`src/rtl/uart_pkg.sv`:
```
// ---------------------------------------------------------------------------
// uart_pkg
// Shared types and constants for the parametrised UART transmitter.
//   uart_state_e : transmitter FSM states
//   PAR_*        : values accepted by the PARITY parameter
//   frame_cycles : length of one frame in clock cycles for a given format
// ---------------------------------------------------------------------------
package uart_pkg;

    typedef enum logic [2:0] {
        IDLE,
        START,
        DATA,
        PAR,
        STOP
    } uart_state_e;

    localparam int unsigned PAR_NONE = 0;
    localparam int unsigned PAR_ODD  = 1;
    localparam int unsigned PAR_EVEN = 2;

    // Start bit + data bits + optional parity bit + stop bits, each one bit period long.
    function automatic int unsigned frame_cycles(input int unsigned clk_div,
                                                 input int unsigned data_bits,
                                                 input int unsigned parity,
                                                 input int unsigned stop_bits);
        int unsigned n_bits;
        n_bits = 1 + data_bits + stop_bits;
        if (parity != PAR_NONE) begin
            n_bits = n_bits + 1;
        end
        return n_bits * clk_div;
    endfunction

endpackage

```
`src/rtl/uart_sync_fifo.sv`:
```
// ---------------------------------------------------------------------------
// uart_sync_fifo
// Small synchronous FIFO buffering bytes ahead of the UART serialiser.
// Ports:
//   clk_48    in   clock
//   rst       in   synchronous active-high reset, empties the FIFO
//   push      in   write push_data (ignored while full)
//   push_data in   WIDTH-bit entry to store
//   pop       in   drop the head entry (ignored while level is zero)
//   pop_data  out  head entry, valid while not empty
//   full      out  level == DEPTH, decoded from the level register only
//   empty     out  registered empty flag
//   level     out  number of entries held
// DEPTH must be a power of two and at least 2.
// ---------------------------------------------------------------------------
module uart_sync_fifo
    import uart_pkg::*;
#(
    parameter int unsigned DEPTH = 4,
    parameter int unsigned WIDTH = 8
) (
    input  logic                     clk_48,
    input  logic                     rst,
    input  logic                     push,
    input  logic [WIDTH-1:0]         push_data,
    input  logic                     pop,
    output logic [WIDTH-1:0]         pop_data,
    output logic                     full,
    output logic                     empty,
    output logic [$clog2(DEPTH):0]   level
);

    localparam int unsigned PTR_W = $clog2(DEPTH);
    localparam logic [PTR_W:0] LEVEL_FULL = (PTR_W + 1)'(DEPTH);

    logic [WIDTH-1:0] mem_q [DEPTH];
    logic [PTR_W-1:0] wr_ptr_q;
    logic [PTR_W-1:0] rd_ptr_q;
    logic [PTR_W:0]   level_q;
    logic [PTR_W:0]   level_d;
    logic             empty_q;
    logic             do_push;
    logic             do_pop;

    assign full     = (level_q == LEVEL_FULL);
    assign empty    = empty_q;
    assign level    = level_q;
    assign pop_data = mem_q[rd_ptr_q];

    assign do_push = push && !full;
    assign do_pop  = pop && (level_q != '0);

    always_comb begin
        level_d = level_q;
        unique case ({do_push, do_pop})
            2'b10:   level_d = level_q + 1'b1;
            2'b01:   level_d = level_q - 1'b1;
            default: level_d = level_q;
        endcase
    end

    // Storage carries no reset; only pointers and level define what is valid.
    always_ff @(posedge clk_48) begin
        if (do_push) begin
            mem_q[wr_ptr_q] <= push_data;
        end
    end

    // The empty flag trails the level by one cycle, so a freshly written entry is
    // offered to the reader on the cycle after its write edge. The stale
    // "non-empty" cycle after a final pop is harmless: pops are gated on level_q.
    always_ff @(posedge clk_48) begin
        if (rst) begin
            wr_ptr_q <= '0;
            rd_ptr_q <= '0;
            level_q  <= '0;
            empty_q  <= 1'b1;
        end else begin
            if (do_push) begin
                wr_ptr_q <= wr_ptr_q + 1'b1;
            end
            if (do_pop) begin
                rd_ptr_q <= rd_ptr_q + 1'b1;
            end
            level_q <= level_d;
            empty_q <= (level_q == '0);
        end
    end

endmodule

```
`src/rtl/uart_tx_param.sv`:
```
// ---------------------------------------------------------------------------
// uart_tx_param
// Parametrised UART transmitter: buffers bytes from a valid/ready stream in a
// small FIFO and serialises them LSB first as start/data/[parity]/stop frames.
// Ports:
//   clk_48     in   sole clock
//   rst        in   synchronous active-high reset; aborts any frame in flight
//   in_data    in   DATA_BITS-wide word to send
//   in_valid   in   in_data valid
//   in_ready   out  FIFO can accept (registered, no path from in_valid)
//   tx         out  serial line, idle high
//   dtr        in   host DTR
//   dsr, cd    out  loop back dtr
//   rts        in   host RTS; high permits a new frame to start
//   cts        out  loops back rts
//   busy       out  a frame is in progress
//   frame_done out  high on the last cycle of the last stop bit
//   fifo_level out  entries waiting in the FIFO
// ---------------------------------------------------------------------------
module uart_tx_param
    import uart_pkg::*;
#(
    parameter int unsigned CLK_DIV    = 10,
    parameter int unsigned DIV_W      = 16,
    parameter int unsigned DATA_BITS  = 8,
    parameter int unsigned PARITY     = 0,
    parameter int unsigned STOP_BITS  = 1,
    parameter int unsigned FIFO_DEPTH = 4
) (
    input  logic                          clk_48,
    input  logic                          rst,
    input  logic [DATA_BITS-1:0]          in_data,
    input  logic                          in_valid,
    output logic                          in_ready,
    output logic                          tx,
    input  logic                          dtr,
    output logic                          dsr,
    output logic                          cd,
    input  logic                          rts,
    output logic                          cts,
    output logic                          busy,
    output logic                          frame_done,
    output logic [$clog2(FIFO_DEPTH):0]   fifo_level
);

    // Bit index covers up to 8 data bits and up to 2 stop bits.
    localparam logic [DIV_W-1:0] DIV_LAST  = DIV_W'(CLK_DIV - 1);
    localparam logic [2:0]       DATA_LAST = 3'(DATA_BITS - 1);
    localparam logic [2:0]       STOP_LAST = 3'(STOP_BITS - 1);
    localparam bit               HAS_PAR   = (PARITY != PAR_NONE);
    localparam bit               ODD_PAR   = (PARITY == PAR_ODD);

    uart_state_e          state_q;
    uart_state_e          state_d;
    logic [DIV_W-1:0]     cnt_q;
    logic [DIV_W-1:0]     cnt_d;
    logic [2:0]           bit_q;
    logic [2:0]           bit_d;
    logic [DATA_BITS-1:0] shift_q;
    logic [DATA_BITS-1:0] shift_d;
    logic                 par_q;
    logic                 par_d;
    logic                 tx_q;
    logic                 tx_d;

    logic                 bit_end;
    logic                 start_ok;
    logic                 start_frame;
    logic                 fifo_pop;
    logic                 fifo_push;
    logic                 fifo_full;
    logic                 fifo_empty;
    logic [DATA_BITS-1:0] fifo_head;
    logic                 head_par;

    // ------------------------------------------------------------------
    // Input buffer
    // ------------------------------------------------------------------
    assign in_ready  = !fifo_full;
    assign fifo_push = in_valid && in_ready;

    uart_sync_fifo #(
        .DEPTH (FIFO_DEPTH),
        .WIDTH (DATA_BITS)
    ) u_fifo (
        .clk_48    (clk_48),
        .rst       (rst),
        .push      (fifo_push),
        .push_data (in_data),
        .pop       (fifo_pop),
        .pop_data  (fifo_head),
        .full      (fifo_full),
        .empty     (fifo_empty),
        .level     (fifo_level)
    );

    // Parity is fixed when the word is loaded so the shifter can consume bits freely.
    assign head_par = ODD_PAR ? ~^fifo_head : ^fifo_head;

    // ------------------------------------------------------------------
    // Frame sequencer
    // ------------------------------------------------------------------
    assign bit_end  = (cnt_q == DIV_LAST);
    // rts is only consulted here, i.e. at frame boundaries.
    assign start_ok = !fifo_empty && rts;

    always_comb begin
        state_d     = state_q;
        cnt_d       = cnt_q + 1'b1;
        bit_d       = bit_q;
        shift_d     = shift_q;
        par_d       = par_q;
        tx_d        = tx_q;
        start_frame = 1'b0;
        frame_done  = 1'b0;

        unique case (state_q)
            IDLE: begin
                cnt_d = '0;
                tx_d  = 1'b1;
                if (start_ok) begin
                    start_frame = 1'b1;
                end
            end

            START: begin
                if (bit_end) begin
                    state_d = DATA;
                    cnt_d   = '0;
                    bit_d   = '0;
                    tx_d    = shift_q[0];
                end
            end

            DATA: begin
                if (bit_end) begin
                    cnt_d = '0;
                    if (bit_q == DATA_LAST) begin
                        bit_d = '0;
                        if (HAS_PAR) begin
                            state_d = PAR;
                            tx_d    = par_q;
                        end else begin
                            state_d = STOP;
                            tx_d    = 1'b1;
                        end
                    end else begin
                        bit_d   = bit_q + 1'b1;
                        shift_d = shift_q >> 1;
                        tx_d    = shift_q[1];
                    end
                end
            end

            PAR: begin
                if (bit_end) begin
                    state_d = STOP;
                    cnt_d   = '0;
                    bit_d   = '0;
                    tx_d    = 1'b1;
                end
            end

            STOP: begin
                if (bit_end) begin
                    cnt_d = '0;
                    if (bit_q == STOP_LAST) begin
                        frame_done = 1'b1;
                        bit_d      = '0;
                        if (start_ok) begin
                            // Chain straight into the next start bit, no idle gap.
                            start_frame = 1'b1;
                        end else begin
                            state_d = IDLE;
                            tx_d    = 1'b1;
                        end
                    end else begin
                        bit_d = bit_q + 1'b1;
                    end
                end
            end

            default: begin
                state_d = IDLE;
                cnt_d   = '0;
                tx_d    = 1'b1;
            end
        endcase

        if (start_frame) begin
            state_d = START;
            cnt_d   = '0;
            bit_d   = '0;
            shift_d = fifo_head;
            par_d   = head_par;
            tx_d    = 1'b0;
        end
    end

    assign fifo_pop = start_frame;

    always_ff @(posedge clk_48) begin
        if (rst) begin
            state_q <= IDLE;
            cnt_q   <= '0;
            bit_q   <= '0;
            shift_q <= '0;
            par_q   <= 1'b0;
            tx_q    <= 1'b1;
        end else begin
            state_q <= state_d;
            cnt_q   <= cnt_d;
            bit_q   <= bit_d;
            shift_q <= shift_d;
            par_q   <= par_d;
            tx_q    <= tx_d;
        end
    end

    // ------------------------------------------------------------------
    // Outputs and modem-line loopback
    // ------------------------------------------------------------------
    assign tx   = tx_q;
    assign busy = (state_q != IDLE);
    assign dsr  = dtr;
    assign cd   = dtr;
    assign cts  = rts;

endmodule
```
`config.mk`:
```
export PLATFORM = sky130hd
export DESIGN_NAME = uart_tx_param
export DESIGN_NICKNAME = d
export VERILOG_FILES = /design/src/rtl/uart_pkg.sv /design/src/rtl/uart_sync_fifo.sv /design/src/rtl/uart_tx_param.sv
export SDC_FILE = /design/constraint.sdc
export NUM_CORES = 1
export LEC_CHECK = 0
export ABC_AREA = 0
export CAP_MARGIN = 20
export CORE_MARGIN = 2
export CORE_UTILIZATION = 60
export CTS_BUF_LIST = sky130_fd_sc_hd__clkbuf_4 sky130_fd_sc_hd__clkbuf_8
export DETAILED_ROUTE_END_ITERATION = 16
export GPL_TIMING_DRIVEN = 0
export MAX_ROUTING_LAYER = met4
export PLACE_DENSITY = 0.8
export SETUP_SLACK_MARGIN = 0.2
export SLEW_MARGIN = 10
export SYNTH_ARGS = -nofsm -noshare
export SYNTH_HDL_FRONTEND = slang
export SYNTH_HIERARCHICAL = 1
export SYNTH_SLANG_ARGS = --single-unit
```
`constraint.sdc`:
```
create_clock -name clk_48 -period 3.3 [get_ports clk_48]
set_input_delay 0.66 -clock clk_48 [delete_from_list [all_inputs] [get_ports clk_48]]
set_output_delay 0.66 -clock clk_48 [all_outputs]
set_load 0.05 [all_outputs]
```
==> results_dict.tcl, run 1 <==
set metrics [dict create \
    yosys_warnings 6 \
    vdd_drop_max_v 0.0003573 \
    clock_sinks 73 \
    final_max_slew_viol_count 0 \
    die-height_um 77.44 \
    layout_min_cycle_time_ns 2.900 \
    hpwl_mm 3.983 \
    post_synth_most_frequent_cells "sky130_fd_sc_hd__dfxtp_1, sky130_fd_sc_hd__nor2_1, sky130_fd_sc_hd__edfxtp_1" \
    cp-start-kind "register" \
    r2r_slack_ns 0.41 \
    syn-num-nets 309 \
    synth.most_common_cell "sky130_fd_sc_hd__dfxtp_1" \
    synth_enable_flop_cells 32 \
    timing_worst_setup_path_type "reg -> out" \
    regToRegEndpoint "u_fifo/level[2]$_SDFFE_PP0P_" \
    grt_pass1_vias 2094 \
    drt-total-wl_mm 5.818 \
    critical_path_peak_fanout 10 \
    share_of_flip_flops_with_an_asynchronous_set_or_reset_after_synthesis 0 \
    cp_data_arrival_time_ns 2.24 \
    critPathCaptureType "output pin" \
    share_seq_of_total_power 0.532 \
    hold_path_depth 1 \
    min-delay-start "cnt_q[0]$_SDFF_PP0_" \
    met3_length_um 273 \
    outcome "complete, no violations" \
    grt_start_max_net_pins 16 \
    place_congestion 0.8188 \
    mapped_avg_cell_area_um2 11.35 \
    primary_flip_flop_cell_chosen_by_synthesis_mapping "sky130_fd_sc_hd__dfxtp_1" \
    timing.clock.skew_ns 0.008148 \
    boundaryPins 23 \
    worstHoldPathType "reg -> reg" \
    max-slew-margin-rel 0.6612 \
    worstRegToRegCells 15 \
    dr.max_layer_used "met4" \
    avgViaCountPerCell 5.577 \
    preCtsSetupSlack_ns -0.3793 \
    core.rowCount 26 \
    synth_top_area_cell "sky130_fd_sc_hd__edfxtp_1" \
    reported_net_switching_power_uw 529.2 \
    power.switching_fraction 0.2777 \
    required_ns 2.64 \
    setup_total_negative_slack_ns 0 \
    worst_setup_hold_path_clk_slew_ns 0.08 \
    grt_antenna_before_repair 0 \
    timing.rr.start "cnt_q[1]$_SDFF_PP0_" \
    via_count 2203 \
    leakage_uw 0.001334 \
    remaining_drc_errors 0 \
    layout-area-overhead-vs-synth_pct 16.94 \
    clkLatencyLatePin_ns 0.35 \
    synth_area_leaders "sky130_fd_sc_hd__edfxtp_1, sky130_fd_sc_hd__dfxtp_1, sky130_fd_sc_hd__mux4_2" \
    layout-drive-gt1-share 0.1569 \
    floorplan.initialDensity 0.6295 \
    post-layout-total-power_uw 1906 \
    setup_repair_after_global_routing_missed_its_margin "no" \
    max_capacitance_violation_total 0 \
    fmax_mhz 344.9 \
    final_net_count 344 \
    timing.hold.ws_ns 0.4469 \
    tritoncts "built" \
    worst_slew_pin_slew_ns 0.5083 \
    synth-seq-cells 73 \
    timing_hold_violations_final 0 \
    cts_buffers 9 \
    number_of_violations_reported_at_the_end_of_detailed_routing_iteration_0 127 \
    layout_setup_ws_ns 0.4003 \
    clock-root-buffer "sky130_fd_sc_hd__clkbuf_8" \
    timing.hold.worst_endpoint "cnt_q[0]$_SDFF_PP0_" \
    diodes 0 \
    grt.overflow.total 0 \
    cts_htree_levels 3 \
    power.share.combinational 0.123 \
    drt-pass1-iter-count 4 \
    m1WireLength_mm 2.636 \
    wirelength_per_cell_um 14.73 \
    fp.dieArea_um2 5996 \
    grt.total_usage 0.2121 \
    power.internal_uw 1376 \
    fillCellCount 377 \
    floorplan.die.width_um 77.44 \
    placed_cells_incl_taps 376 \
    cell_area_synth_um2 3236 \
    sequential_area_share_after_synthesis 0.5507 \
    port_buffers 21 \
    core_area_um2 5140 \
    synth_top_area_share 0.2970 \
    finish.cell_count_without_fillers 395 \
    timing.final.crit_share 0.8787 \
    antenna_violating_nets_post_route 0 \
    met2_wirelength_mm 2.830 \
    power.density_cell_area_nw_per_um2 503.6 \
    clock_power_share 0.344 \
    finalSetupViolations 0 \
    syn_inst 285 \
    grt_first_pass_wirelength_mm 9.577 \
    yosysUniqueCellTypes 46 \
    clockBufferDepth 2 \
]
-- per-layer routing --
metal / GRT usage / up-vias
met5: - / -
met4: 0.09286 / 0
met3: 0.04302 / 10
met2: 0.3417 / 57
met1: 0.2616 / 1053
li1: - / 1083
-- final cells by class --
class | instances | area (um2) | share of cell area
buffer | 13 | 78.83 | 0.02083
tap | 70 | 87.58 | 0.02315
timing repair buffer | 24 | 234.0 | 0.06184
clock inverter | 7 | 61.31 | 0.01620
multi-input combinational | 185 | 1363 | 0.3601
sequential | 73 | 1783 | 0.4712
clock buffer | 9 | 123.9 | 0.03274
inverter | 14 | 52.55 | 0.01389
-- cells in the final DEF, fill, tap and decap left out, types with 11 or more instances in the layout --
cell type / count
sky130_fd_sc_hd__inv_1: 13
sky130_fd_sc_hd__a21oi_1: 17
sky130_fd_sc_hd__nor2_1: 33
sky130_fd_sc_hd__clkdlybuf4s50_1: 19
sky130_fd_sc_hd__nand2_1: 15
sky130_fd_sc_hd__dfxtp_1: 40
sky130_fd_sc_hd__edfxtp_1: 32
sky130_fd_sc_hd__xor2_1: 11
-- registers in the layout (all words and copies together), names as in the netlist, named ones only --
name and count:
bit_q 3, cnt_q 16, shift_q 8, state_q 3, tx 1, u_fifo/empty 1
u_fifo/level 3, u_fifo/mem_q 32, u_fifo/rd_ptr_q 2, u_fifo/wr_ptr_q 2
-- how the worst max path moves through the flow --
stage	startpoint	endpoint	slack (ns)
3_5_place_dp	rts	u_fifo/level[2]$_SDFFE_PP0P_	-0.38
6_report	cnt_q[1]$_SDFF_PP0_	frame_done	0.40
5_1_grt	cnt_q[1]$_SDFF_PP0_	u_fifo/level[2]$_SDFFE_PP0P_	0.22
2_1_floorplan	rts	u_fifo/level[2]$_SDFFE_PP0P_	0.47
4_1_cts	rts	u_fifo/level[2]$_SDFFE_PP0P_	0.07
3_3_place_gp	rts	u_fifo/level[2]$_SDFFE_PP0P_	-0.32
-- cell families (layout without fill, tap and decap cells) --
logic type | after synthesis | in the layout | synth area share
and+or+nand+nor | 108 | 108 | 0.1829
adders and majority gates | 11 | 11 | 0.04486
buffers and inverters | 27 | 67 | 0.03944
AOI/OAI and AO/OA | 39 | 39 | 0.07425
DFF | 73 | 73 | 0.5507
xor gates and xnor gates | 17 | 17 | 0.04602
muxes | 10 | 10 | 0.06187
-- what timing repair did --
item,CTS,global route
gates resized for setup,3,8
hold buffers,0,0
setup buffers,0,3
endpoints found under the setup margin,3,3
pin swaps,0,1
-- worst max-delay path, cell delays in order (launching register included) --
cell and delay, ns:
sky130_fd_sc_hd__dfxtp_1 0.33, sky130_fd_sc_hd__inv_1 0.06, sky130_fd_sc_hd__ha_1 0.15, sky130_fd_sc_hd__nor4b_4 0.22
sky130_fd_sc_hd__and4_4 0.29, sky130_fd_sc_hd__buf_6 0.14, sky130_fd_sc_hd__nand2_1 0.05, sky130_fd_sc_hd__nor2_1 0.10
sky130_fd_sc_hd__dlygate4sd2_1 0.54
-- power groups by stage --
stage | logic [uW] | clock network, uW | registers, uW
finish | 235 | 656 | 1010
global route | 258 | 701 | 1020
CTS | 224 | 663 | 1010
detailed placement | 223 | 0 | 1030
global placement | 216 | 0 | 1030
floorplan | 132 | 0 | 1050
-- metrics by stage --
stage | utilization | area, um2
after global routing | 0.7361 | 3784
final | 0.7361 | 3784
after CTS | 0.7249 | 3726
after floorplan | - | 3236
after global placement | 0.6874 | 3533
after detailed placement | 0.6874 | 3533
Note: power is estimated with default switching activity, not from simulation.
==> run 2, diff against run 1 <==
--- a/config.mk
+++ b/config.mk
@@ -12,8 +12,8 @@
 export CTS_BUF_LIST = sky130_fd_sc_hd__clkbuf_4 sky130_fd_sc_hd__clkbuf_8
 export DETAILED_ROUTE_END_ITERATION = 16
 export GPL_TIMING_DRIVEN = 0
-export MAX_ROUTING_LAYER = met4
-export PLACE_DENSITY = 0.8
+export HOLD_SLACK_MARGIN = 0.08
+export PLACE_DENSITY = 0.79
 export SETUP_SLACK_MARGIN = 0.2
 export SLEW_MARGIN = 10
 export SYNTH_ARGS = -nofsm -noshare
==> run 2 against run 1 <==
Clock skew decreased by 0.0015 ns. Critical endpoint unchanged. Clock-buffer cell count increased by 1. Fmax increased by 0.39%. Hold slack got worse by 0.0031 ns. First-iteration DRC count increased by 13%. Global-route usage about the same. Clock power increased by 15%. Worst setup slack improved by 0.011 ns.
==> results_dict.tcl, run 2 (synthesis gave the netlist of run 1 again) <==
set metrics [dict create \
    outcome "complete, no violations" \
    final_max_slew_viol_count 0 \
    timing.hold.ws_ns 0.4438 \
    placed_cells_incl_taps 376 \
    critPathMaxStageDelay_ns 0.54 \
    cp_data_arrival_time_ns 2.23 \
    grt_pass1_vias 2105 \
    die-height_um 77.44 \
    worstPathBufferInverterCount 3 \
    number_of_violations_reported_at_the_end_of_detailed_routing_iteration_0 144 \
    m1WireLength_mm 2.633 \
    floorplan.die.width_um 77.44 \
    fp.dieArea_um2 5996 \
    grt_first_pass_wirelength_mm 9.832 \
    cts_htree_levels 3 \
    clockBufferDepth 2 \
    path_delay_family "buffers and inverters" \
    layout-drive-gt1-share 0.1512 \
    max_capacitance_violation_total 0 \
    hpwl_mm 3.966 \
    grt_start_max_net_pins 14 \
    finalSetupViolations 0 \
    timing_hold_violations_final 0 \
    drt-pass1-iter-count 4 \
    critPathCaptureType "output pin" \
    clock_sinks 73 \
    met3_length_um 260 \
    drt-total-wl_mm 5.763 \
    antenna_violating_nets_post_route 0 \
    mostFrequentLayoutCell "sky130_fd_sc_hd__dfxtp_1" \
    slowest_stage "sky130_fd_sc_hd__dlygate4sd2_1" \
    timing.clock.skew_ns 0.006620 \
    final_net_count 343 \
    port_buffers 21 \
    via_count 2197 \
    setup_repair_after_global_routing_missed_its_margin "no" \
    layout_min_cycle_time_ns 2.888 \
    diodes 0 \
    wirelength_per_cell_um 14.63 \
    most-common-layout-cells "sky130_fd_sc_hd__dfxtp_1, sky130_fd_sc_hd__nor2_1, sky130_fd_sc_hd__edfxtp_1" \
    cp-start-kind "register" \
    core.rowCount 26 \
    finish.cell_count_without_fillers 394 \
    floorplan.initialDensity 0.6295 \
    place_congestion 0.8227 \
    power.density_cell_area_nw_per_um2 525.3 \
    cts_buffers 9 \
    fmax_mhz 346.2 \
    required_ns 2.64 \
    vdd_drop_max_v 0.0004491 \
    layout-area-overhead-vs-synth_pct 17.56 \
    avgViaCountPerCell 5.576 \
    leakage_uw 0.001355 \
    dr.max_layer_used "met4" \
    timing_worst_setup_path_type "reg -> out" \
    tritoncts "built" \
    core_area_um2 5140 \
    registers.top_by_ff_count "u_fifo/mem_q" \
    remaining_drc_errors 0 \
    critical_path_peak_fanout 10 \
    largest_register_ffs 32 \
    grt.total_usage 0.2122 \
    grt_antenna_before_repair 0 \
    chain_of_cells_forming_the_critical_path "inv_1, ha_1, nor4b_4, and4_4, buf_6, nand2_1, nor2_1, dlygate4sd2_1" \
    timing.final.crit_share 0.8753 \
    clkLatencyLatePin_ns 0.34 \
    grt.overflow.total 0 \
    worstHoldPathType "reg -> reg" \
    clock-root-buffer "sky130_fd_sc_hd__clkbuf_8" \
    postCtsHoldBufs 0 \
    boundaryPins 23 \
    post-layout-total-power_uw 1998 \
    max-slew-margin-rel 0.6309 \
    worst_setup_hold_path_clk_slew_ns 0.07 \
    reg_top3 "u_fifo/mem_q (32), cnt_q (16), shift_q (8)" \
    met2_wirelength_mm 2.773 \
    worst_slew_pin_slew_ns 0.5525 \
]
-- run 2: final timing paths --
check        slack [ns]  depth (start not counted)                start                      endpoint
min                0.44                          1  cnt_q[0]$_SDFF_PP0_           cnt_q[0]$_SDFF_PP0_
min reg2reg        0.44                          1  cnt_q[0]$_SDFF_PP0_           cnt_q[0]$_SDFF_PP0_
max reg2reg        0.42                         15  cnt_q[1]$_SDFF_PP0_  u_fifo/level[2]$_SDFFE_PP0P_
max                0.41                          8  cnt_q[1]$_SDFF_PP0_                    frame_done
-- run 2: layout make-up --
cell class / instances / area (um2)
Fill cell: 366 / 1336
Clock inverter: 6 / 83.83
Inverter: 14 / 52.55
Timing Repair Buffer: 23 / 226.5
Clock buffer: 10 / 131.4
Buffer: 13 / 78.83
Multi-Input combinational cell: 185 / 1360
Sequential cell: 73 / 1783
Tap cell: 70 / 87.58
-- run 2: per-layer routing --
layer,vias to the layer above,track usage
met2,51,0.3330
met4,0,0.08929
li1,1084,-
met3,10,0.06047
met5,-,0
met1,1052,0.2779
-- run 2: power by group --
group	total (uW)	switching, uW	internal [uW]
combinational	231	132	99.5
sequential	1010	26.1	988
clock	753	321	431
total	2000	479	1520
-- run 2: through the flow --
step	instance area [um2]	util	TNS (ns)	setup slack, ns
6_report	3804	0.7400	0	0.4116
2_1_floorplan	3236	-	0	0.4707
5_1_grt	3804	0.7400	0	0.2189
4_1_cts	3750	0.7296	0	0.02905
3_3_place_gp	3533	0.6874	-0.3904	-0.3092
3_5_place_dp	3533	0.6874	-0.4119	-0.3374
-- run 2: repair_timing --
action	CTS	global route
gates cloned	0	0
setup endpoints to repair	2	3
pin swaps	0	1
setup buffers	0	2
gates resized for setup	2	8
==> RTL edit 1, RTL diff (config.mk and constraints of run 1) <==
The 5 states of `uart_state_e` get a one-hot encoding in 5 bits.
--- a/src/rtl/uart_pkg.sv
+++ b/src/rtl/uart_pkg.sv
@@ -8,10 +8,10 @@
 package uart_pkg;
 
-    typedef enum logic [2:0] {
-        IDLE,
-        START,
-        DATA,
-        PAR,
-        STOP
+    typedef enum logic [4:0] {
+        IDLE  = 5'b00001,
+        START = 5'b00010,
+        DATA  = 5'b00100,
+        PAR   = 5'b01000,
+        STOP  = 5'b10000
     } uart_state_e;
 
Function: no difference found for any inputs over 10 cycles, from zero or initial values and one cycle with rst high; not proved beyond that.
==> RTL edit 1 against run 1 <==
Clock skew decreased by 0.00089 ns. Cell area up 4.0%. Die area grew 5.5%. Power up 9.5%. Sequential cell count up 1. Routed wire length increased by 1.2%. Maximum frequency down 0.37%. Synthesized area increased by 5.8%. Critical path depth is 5 higher. Setup slack worse by 0.011 ns. Combinational power increased by 34%. Critical path type is now reg2reg.
==> RTL edit 1: results (changes against run 1) <==
** Outcome
- Outcome :: finished clean (unchanged)

** Final layout
- The final sequential cell count is 74 (was 73).
- The fraction of area in multi-input gates is 0.376 (was 0.360).
- Multi-input combinational cell count :: 187 (was 185)
- The net count of the finished layout is 345 (was 344).
- Area fraction of clock buffers and clock inverters :: 0.0525 (was 0.0489)
- Share of layout cells above drive strength 1 :: 0.166 (was 0.157)
- Number of buffers outside the clock class in the layout :: 34 (was 37)

** Setup path
- The number of cell instances on the worst register-to-register path came to 13 (was 15).
- The largest fanout on the critical path was 11 (was 10).
- Reg-to-reg setup timing slack :: 0.39 ns (was 0.41 ns)

** Synthesis
- The share of synthesized cell area in full adder, half adder and majority cells is 0.0424 (was 0.0449).
- Net count of the mapped netlist :: 312 (was 309)
- Xor/xnor cell area share of the yosys netlist :: 0.0461 (was 0.0460)
- The compound-cell area share of the yosys netlist came to 0.0867 (was 0.0742).

** Timing
- The clock skew after layout is 0.00726 ns (was 0.00815 ns).
- The relative slew slack came to 0.473 (was 0.661).
- The minimum hold slack came to 0.470 ns (was 0.447 ns).

** Routing
- The met2 wire length came to 3.02 mm (was 2.83 mm).
- Number of DRC markers in iteration 0 :: 71 (was 127)
- Routed length per instance :: 14.8 um (was 14.7 um)
- Routed length on met1 :: 2.59 mm (was 2.64 mm)
- Met3 routed wirelength :: 205 um (was 273 um)
- Final Routed Wirelength :: 5.89 mm (was 5.82 mm)

** CTS
- Post-cts gate resize count :: 1 (was 3)

** Pwr
- Leak Pwr :: 0.00138 uW (was 0.00133 uW)
- Part of the total power dissipated in combinational logic :: 0.151 (was 0.123)
- Total power draw :: 2090 uW (was 1910 uW)
- Max VDD drop :: 399 uV (was 357 uV)

** Global route
- Met1 Use GR :: 0.230 (was 0.262)
- GRT met3 Usage :: 0.0690 (was 0.0430)

** Place
- The worst slack at placement is 0.208 ns (was -0.379 ns).

** Hold path
- Start point of the worst hold path :: shift_q[7]$_SDFFE_PP0P_ (was cnt_q[0]$_SDFF_PP0_)
[RTL edit 1: cell count changes after synthesis, moves of 3 or more]
cell / before / now
sky130_fd_sc_hd__nor3_1: 8 / 2
sky130_fd_sc_hd__a211oi_2: 0 / 4
sky130_fd_sc_hd__mux2i_1: 2 / 5
sky130_fd_sc_hd__or4b_1: 0 / 3
[RTL edit 1: critical path, stage by stage (launching register included)]
cell,delay [ns]
sky130_fd_sc_hd__dfxtp_1,0.38
sky130_fd_sc_hd__or4b_1,0.55
sky130_fd_sc_hd__buf_4,0.19
sky130_fd_sc_hd__nor2_8,0.10
sky130_fd_sc_hd__a31oi_4,0.13
sky130_fd_sc_hd__clkinv_4,0.13
sky130_fd_sc_hd__o31ai_1,0.11
sky130_fd_sc_hd__inv_1,0.07
sky130_fd_sc_hd__ha_1,0.17
sky130_fd_sc_hd__inv_1,0.06
sky130_fd_sc_hd__fa_1,0.37
sky130_fd_sc_hd__xor2_1,0.16
sky130_fd_sc_hd__or3_1,0.30
sky130_fd_sc_hd__a21oi_1,0.13
[RTL edit 1: worst max path at each step]
stage / startpoint / endpoint / slack [ns] / cells after the start
after floorplan: state_q[1]$_SDFFE_PP0P_ / u_fifo/level[2]$_SDFFE_PP0P_ / 0.35 / 12
after global placement: rts / u_fifo/level[2]$_SDFFE_PP0P_ / 0.23 / 13
after detailed placement: rts / u_fifo/level[2]$_SDFFE_PP0P_ / 0.21 / 13
after CTS: state_q[4]$_SDFFE_PP0P_ / u_fifo/level[2]$_SDFFE_PP0P_ / 0.40 / 13
after global routing: state_q[4]$_SDFFE_PP0P_ / u_fifo/level[2]$_SDFFE_PP0P_ / 0.22 / 13
final: state_q[1]$_SDFFE_PP0P_ / u_fifo/level[2]$_SDFFE_PP0P_ / 0.39 / 13
==> RTL edit 2, RTL diff (settings of run 1) <==
Made on the original files. The parameter `FIFO_DEPTH` goes from 4 to 8.
--- a/src/rtl/uart_tx_param.sv
+++ b/src/rtl/uart_tx_param.sv
@@ -26,5 +26,5 @@
     parameter int unsigned PARITY     = 0,
     parameter int unsigned STOP_BITS  = 1,
-    parameter int unsigned FIFO_DEPTH = 4
+    parameter int unsigned FIFO_DEPTH = 8
 ) (
     input  logic                          clk_48,
Interface: changed (resized fifo_level); port bits go from 23 to 24. No check against the original RTL was run, so the function may have changed too.
==> RTL edit 2 against run 1 <==
Critical path depth fell by 2. Clock skew rose by 0.0049 ns. Setup slack got worse by 0.063 ns. Routed wire length rose by 42%. Synthesized area rose by 47%. Sequential cell count rose by 36. Non-clock buffer count rose by 11. Utilization fell by 2.9 points. Power rose by 37%. Synthesized cell count rose by 25%. Cell area rose by 44%. Highest routed layer unchanged.
==> RTL edit 2: results (changes against run 1) <==
** Synthesis
- Most used standard cells in the synthesized netlist: 64 x sky130_fd_sc_hd__edfxtp_1, 45 x sky130_fd_sc_hd__dfxtp_1, 39 x sky130_fd_sc_hd__nor2_1 (was 41 x sky130_fd_sc_hd__dfxtp_1, 33 x sky130_fd_sc_hd__nor2_1, 32 x sky130_fd_sc_hd__edfxtp_1).
- The sequential fraction of the synthesis area is 0.593 (was 0.551).
- The number of library cell types mapped by synthesis came to 54 (was 46).
- Multiplexer share of the synthesized area :: 0.110 (was 0.0619)
- The share of synthesized cell area in full adder, half adder and majority cells came to 0.0263 (was 0.0449).
- The synthesized-area fraction occupied by xor and xnor cells came to 0.0402 (was 0.0460).
- The number of instances in the synthesized netlist came to 356 (was 285).

** Final layout
- Area of the multi-input gates :: 1850 um^2 (was 1360 um^2)
- Cell area after layout :: 5440 um^2 (was 3780 um^2)
- Share of layout cells above drive strength 1 :: 0.192 (was 0.157)
- Non-clock buffering overhead in the final layout :: 0.0759 (was 0.0827)
- The layout clock buffer count came to 10 (was 9).
- Number of buffers outside the clock class in the layout :: 48 (was 37)
- Area fraction of clock buffers and clock inverters :: 0.0357 (was 0.0489)
- The count of inverters not on the clock network in the layout was 8 (was 14).

** Pwr
- Leak Pwr :: 0.00187 uW (was 0.00133 uW)
- The total power is 2610 uW (was 1910 uW).
- Switching part of the total :: 0.256 (was 0.278)
- The worst vdd rail ir drop was 417 uV (was 357 uV).
- Sequential cell fraction of total power :: 0.583 (was 0.532)

** CTS
- The clock latency at the later pin of the worst-skew pair was 0.37 ns (was 0.35 ns).

** Timing
- The shortest period the worst path allows is 2.96 ns (was 2.90 ns).

** Outcome
- Outcome: finished clean (unchanged).

** Global route
- Via count of the first global-routing pass :: 2832 (was 2094)

** Hold path
- Start point of the worst hold path :: shift_q[6]$_SDFFE_PP0P_ (was cnt_q[0]$_SDFF_PP0_)

** Setup path
- The critical path launch point is u_fifo/level[1]$_SDFFE_PP0P_ (was cnt_q[1]$_SDFF_PP0_).
- Slowest Stage Delay on Critical Path :: 0.69 ns (was 0.54 ns)
==> RTL edit 2: cell count changes in the layout (fill, tap and decap cells not counted), sizes merged, moves of 4 or more <==
cell	before	now
edfxtp	32	64
inv	18	12
mux4	8	16
mux2	0	9
dfxtp	41	45
nor2	33	39
and2	6	2
buf	11	22
==> RTL edit 2: routing by layer <==
layer,wire length (um),share of wire
met5,0,0
met4,103,0.012
met3,302,0.037
met2,4220,0.51
met1,3620,0.44
==> RTL edit 2: kinds of logic (layout without fill, tap and decap cells) <==
| family | after synthesis | in the layout |
|---|---|---|
| simple gates | 122 | 122 |
| flops | 109 | 109 |
| compound gates | 40 | 40 |
| mux | 28 | 28 |
| buf+inv | 26 | 72 |
| xor+xnor | 21 | 21 |
| fa+ha+maj | 10 | 10 |
